[config.mk]
export PLATFORM = sky130hd
export DESIGN_NAME = shift_add_multiplier
export DESIGN_NICKNAME = d
export VERILOG_FILES = /design/src/rtl/shift_add_multiplier_pkg.sv /design/src/rtl/shift_add_multiplier_product_reg.sv /design/src/rtl/shift_add_multiplier.sv
export SDC_FILE = /design/constraint.sdc
export NUM_CORES = 1
export LEC_CHECK = 0
export ABC_AREA = 0
export ABC_CLOCK_PERIOD_IN_PS = 4200
export CAP_MARGIN = 20
export CELL_PAD_IN_SITES_DETAIL_PLACEMENT = 1
export CELL_PAD_IN_SITES_GLOBAL_PLACEMENT = 2
export CORE_ASPECT_RATIO = 0.9
export CORE_MARGIN = 10
export CORE_UTILIZATION = 35
export DETAILED_ROUTE_END_ITERATION = 6
export PLACE_DENSITY_LB_ADDON = 0.1
export SETUP_SLACK_MARGIN = 0.3
export SYNTH_ARGS = -nofsm -noshare
export SYNTH_HDL_FRONTEND = slang
export SYNTH_HIERARCHICAL = 1
export SYNTH_SLANG_ARGS = --single-unit
[constraint.sdc]
create_clock -name clk -period 4.2 [get_ports clk]
set_clock_uncertainty 0.2 [all_clocks]
set_input_delay 0.84 -clock clk [delete_from_list [all_inputs] [get_ports clk]]
set_output_delay 0.84 -clock clk [all_outputs]
set_load 0.05 [all_outputs]
[src/rtl/shift_add_multiplier_pkg.sv]
// Shared definitions for the shift-and-add multiplier: default operand
// width, iteration counter width and the controller state encoding.
package shift_add_multiplier_pkg;

  localparam int MUL_WIDTH   = 32;
  localparam int MUL_COUNT_W = $clog2(MUL_WIDTH + 1);

  typedef enum logic {
    BUSY = 1'b0,
    DONE = 1'b1
  } mul_state_e;

endpackage

[src/rtl/shift_add_multiplier_product_reg.sv]
// Product register of the shift-and-add multiplier. Holds 2*WIDTH+1 bits:
// the low half starts out as the multiplier and is consumed one bit per
// iteration, while the high half accumulates partial sums. The extra top
// bit is where the adder carry lands before the right shift moves it down.
module mul_product_reg #(
  parameter int WIDTH = 32
) (
  input  logic               clk,
  input  logic               load_i,
  input  logic               shift_i,
  input  logic [WIDTH-1:0]   multiplier_i,
  input  logic [WIDTH:0]     sum_i,
  output logic [2*WIDTH:0]   prod_o
);

  logic [2*WIDTH:0] prod_q, prod_d;
  logic [2*WIDTH:0] preShift;

  // Place the new partial sum (carry included) into the top slice, then shift right by one
  always_comb begin
    preShift = {sum_i, prod_q[WIDTH-1:0]};
    prod_d   = prod_q;
    if (load_i) begin
      prod_d = {{(WIDTH+1){1'b0}}, multiplier_i};
    end else if (shift_i) begin
      prod_d = {1'b0, preShift[2*WIDTH:1]};
    end
  end

  // Product register update; load wins over shift, otherwise hold
  always_ff @(posedge clk) begin
    prod_q <= prod_d;
  end

  assign prod_o = prod_q;

endmodule

[src/rtl/shift_add_multiplier.sv]
// Sequential unsigned multiplier: one shift-and-add iteration per enabled
// clock edge, WIDTH iterations per product. Reset loads new operands and
// restarts; Ready rises on the edge that performs the final iteration.
module shift_add_multiplier
  import shift_add_multiplier_pkg::*;
#(
  parameter int WIDTH = MUL_WIDTH
) (
  input  logic               clk,
  input  logic               Reset,
  input  logic               Run,
  input  logic [WIDTH-1:0]   Multiplicand_in,
  input  logic [WIDTH-1:0]   Multiplier_in,
  output logic [2*WIDTH-1:0] Product_out,
  output logic               Ready
);

  localparam int CountW = $clog2(WIDTH + 1);
  localparam logic [CountW-1:0] LastIter = CountW'(WIDTH - 1);

  mul_state_e        state_q, state_d;
  logic [CountW-1:0] count_q, count_d;
  logic              ready_q, ready_d;
  logic [WIDTH-1:0]  mcand_q, mcand_d;

  logic              loadProd;
  logic              shiftProd;
  logic [WIDTH:0]    sum;
  logic [2*WIDTH:0]  prodQ;
  logic              unusedCarry;

  // Partial-sum adder: upper product half plus multiplicand when the current multiplier bit is set
  always_comb begin
    sum = {1'b0, prodQ[2*WIDTH-1:WIDTH]} + (prodQ[0] ? {1'b0, mcand_q} : {(WIDTH+1){1'b0}});
  end

  // Controller: next state, counter, done flag and product register commands
  always_comb begin
    state_d   = state_q;
    count_d   = count_q;
    ready_d   = ready_q;
    mcand_d   = mcand_q;
    loadProd  = 1'b0;
    shiftProd = 1'b0;
    if (Reset) begin
      state_d  = BUSY;
      count_d  = '0;
      ready_d  = 1'b0;
      mcand_d  = Multiplicand_in;
      loadProd = 1'b1;
    end else begin
      case (state_q)
        BUSY: begin
          if (Run) begin
            shiftProd = 1'b1;
            count_d   = count_q + 1'b1;
            if (count_q == LastIter) begin
              state_d = DONE;
              ready_d = 1'b1;
            end
          end
        end
        DONE: begin
          state_d = DONE;
        end
        default: begin
          state_d = BUSY;
        end
      endcase
    end
  end

  // Controller state registers
  always_ff @(posedge clk) begin
    state_q <= state_d;
    count_q <= count_d;
    ready_q <= ready_d;
    mcand_q <= mcand_d;
  end

  mul_product_reg #(
    .WIDTH(WIDTH)
  ) u_product_reg (
    .clk          (clk),
    .load_i       (loadProd),
    .shift_i      (shiftProd),
    .multiplier_i (Multiplier_in),
    .sum_i        (sum),
    .prod_o       (prodQ)
  );

  // The stored top bit is always zero after a shift; it only exists mid-iteration
  assign unusedCarry = prodQ[2*WIDTH];
  assign Product_out = prodQ[2*WIDTH-1:0];
  assign Ready       = ready_q;

endmodule

==> results.cfg <==
[floorplanning]
io_pins = 132
die_w_um = 157.7
fp.coreArea_um2 = 16830
initial_core_util = 0.3550
die_y_um = 144.0
rows = 45
die-area_um2 = 22710

[hold_path]
holdPathStages = 2
holdCritStartpoint = state_q$_SDFF_PP0_
holdCritPathClass = reg -> reg
holdPathEnd = state_q$_SDFF_PP0_

[layout]
final_nets = 761
nFillCells = 1830
drive_gt1_frac = 0.1068
antennaDiodeCount = 0
final_core_util = 0.4577
syn_to_final_growth_pct = 28.94

[status]
status = completed

[cts]
hold_buffers = 0
cts.sinks = 104
cts_setup_buffers = 0
cts_inserted_buffers = 9
clk_pin_slew_ns = 0.08
clock_latency_ns = 0.36
clock_path_buffers = 2
clock-root-buffer = clkbuf_16
cts_resized = 0
tritoncts = done
htreeDepth = 3

[yosys]
ys_warn_count = 6
synth_fp_nets = 645
netlist_area_um2 = 5976
syn_inst = 544
syn_avg_cell_area_um2 = 10.98

[routing]
ant_nets = 0
drc = 0
drt_iter0_drc = 156
wirelength_um = 16910
via_per_inst = 5.132
post_drt_wl_per_cell_um = 19.30
drtPass1Iterations = 4
num_vias = 4496

[setup_path]
path_cells = and2_1 > ha_1 > a21oi_1 > o211ai_1 > a31oi_1 > a211oi_1 > a21oi_1 > xnor2_1 > mux2i_1 > nor2_1
cpMaxStageDelayCell = edfxtp_1
cpMostUsedCell = a21oi_1
max_stage_delay_ns = 0.64
worst-endpoint-arrival_ns = 3.57
crit_type = reg -> reg
r2r_slack_ns = 0.65
r2r-start = u_product_reg/prod_o[0]$_DFFE_PP_
r2r_cells = 10
crit_path_end_kind = flop
cp_num_buf_inv = 0
required_ns = 4.21
cp_max_fo = 20
reg2reg_to = u_product_reg/prod_o[57]$_SDFFE_PP0P_
startpoint_type = flop
cp_top_family = compound AO/OA/AOI/OAI gates

[pwr]
power_density_nw_per_um2 = 360.3
p_leak_nw = 3.037
vdd_drop_max_mv = 0.2105
power.total_mw = 2.776

[sta]
finalMaxSlewViolations = 0
rsz0062_at_grt = no
max_freq_ghz = 0.2816
fin_tns_setup_ns = 0
period_needed_ns = 3.552
final-hold-violation-count = 0
setup_viol = 0
whs_ns = 0.3008
period_share = 0.8456
relSlewSlack = 0.4537
worst_pin_slew_ns = 0.8195

[placed_design]
portBuffers = 131
dp_hpwl_um = 12900
gp_congestion = 0.8110

[grt]
grtUsageTotal = 0.1508
grt_antenna_before_repair = 1
grt_pass1_wl_um = 27140
grt_pass1_vias = 4954
grt_overflow_total = 0
grt_max_degree = 42

[job]
drv_cap = 0
## layout by cell type (no fill, tap or decap), drive strengths merged, types with 3 or more instances in the layout
| cell type | instances |
|---|---|
| a2111oi | 3 |
| a211oi | 6 |
| a21o | 13 |
| a21oi | 42 |
| a31oi | 5 |
| and2 | 32 |
| and3 | 3 |
| buf | 6 |
| clkbuf | 10 |
| clkdlybuf4s50 | 130 |
| dfxtp | 40 |
| edfxtp | 64 |
| ha | 33 |
| inv | 11 |
| mux2 | 33 |
| mux2i | 33 |
| nand2 | 25 |
| nand2b | 5 |
| nand3 | 8 |
| nand4 | 13 |
| nor2 | 57 |
| nor2b | 10 |
| nor3 | 6 |
| o211ai | 4 |
| o21ai | 19 |
| o21bai | 3 |
| xnor2 | 22 |
| xor2 | 10 |
## per-layer routing
metal,up-vias,wire (um),global-route usage
met2,85,8230,0.2518
li1,2206,-,-
met1,2191,7438,0.1822
met5,-,9,0
met3,12,1037,0.05079
met4,2,192,0.03786
## final cells by class
| class | count | area (um^2) | share of cell area |
|---|---|---|---|
| Timing Repair Buffer | 136 | 1346 | 0.1747 |
| Multi-Input combinational cell | 402 | 3039 | 0.3944 |
| Clock inverter | 6 | 56.30 | 0.007308 |
| Tap cell | 211 | 264.0 | 0.03426 |
| Inverter | 7 | 26.28 | 0.003410 |
| Clock buffer | 10 | 250.2 | 0.03248 |
| Sequential cell | 104 | 2723 | 0.3534 |
## how the worst max path moves through the flow
stage	start	to	slack [ns]	cells past startpoint
after global routing	u_product_reg/prod_o[0]$_DFFE_PP_	u_product_reg/prod_o[57]$_SDFFE_PP0P_	0.40	10
after detailed placement	u_product_reg/prod_o[0]$_DFFE_PP_	u_product_reg/prod_o[57]$_SDFFE_PP0P_	0.67	10
final	u_product_reg/prod_o[0]$_DFFE_PP_	u_product_reg/prod_o[57]$_SDFFE_PP0P_	0.65	10
after CTS	u_product_reg/prod_o[0]$_DFFE_PP_	u_product_reg/prod_o[57]$_SDFFE_PP0P_	0.65	10
after floorplan	u_product_reg/prod_o[0]$_DFFE_PP_	u_product_reg/prod_o[55]$_SDFFE_PP0P_	1.01	12
after global placement	u_product_reg/prod_o[0]$_DFFE_PP_	u_product_reg/prod_o[61]$_SDFFE_PP0P_	0.78	10
## metrics by stage
step / cell area (um^2) / setup slack, ns / instances
6_report: 7705 / 0.6483 / 876
5_1_grt: 7705 / 0.3963 / 876
4_1_cts: 7705 / 0.6472 / 876
3_5_place_dp: 7398 / 0.6727 / 860
3_3_place_gp: 7398 / 0.7824 / 860
2_1_floorplan: 5976 / 1.007 / 544
## sequential cells by signal, summed over array words and instances, names as in the netlist
register              cells
mcand_q                  32
state_q                   1
count_q                   6
u_product_reg/prod_o     64
Ready                     1
## power by group
part	internal, mW	leakage [nW]	switching, mW
Sequential	1.17	0.958	0.0443
Combinational	0.278	1.92	0.399
Clock	0.454	0.154	0.432
Total	1.90	3.04	0.875
## worst reg2reg max path: cells and delay by family, from the launching register on
| kind | cells | cell delay (ns) |
|---|---|---|
| compound gates | 5 | 1.52 |
| xor+xnor | 1 | 0.16 |
| fa+ha+maj | 1 | 0.40 |
| flops | 1 | 0.64 |
| mux | 1 | 0.17 |
| simple gates | 2 | 0.33 |
No activity file was read; power rests on OpenSTA's default activity.
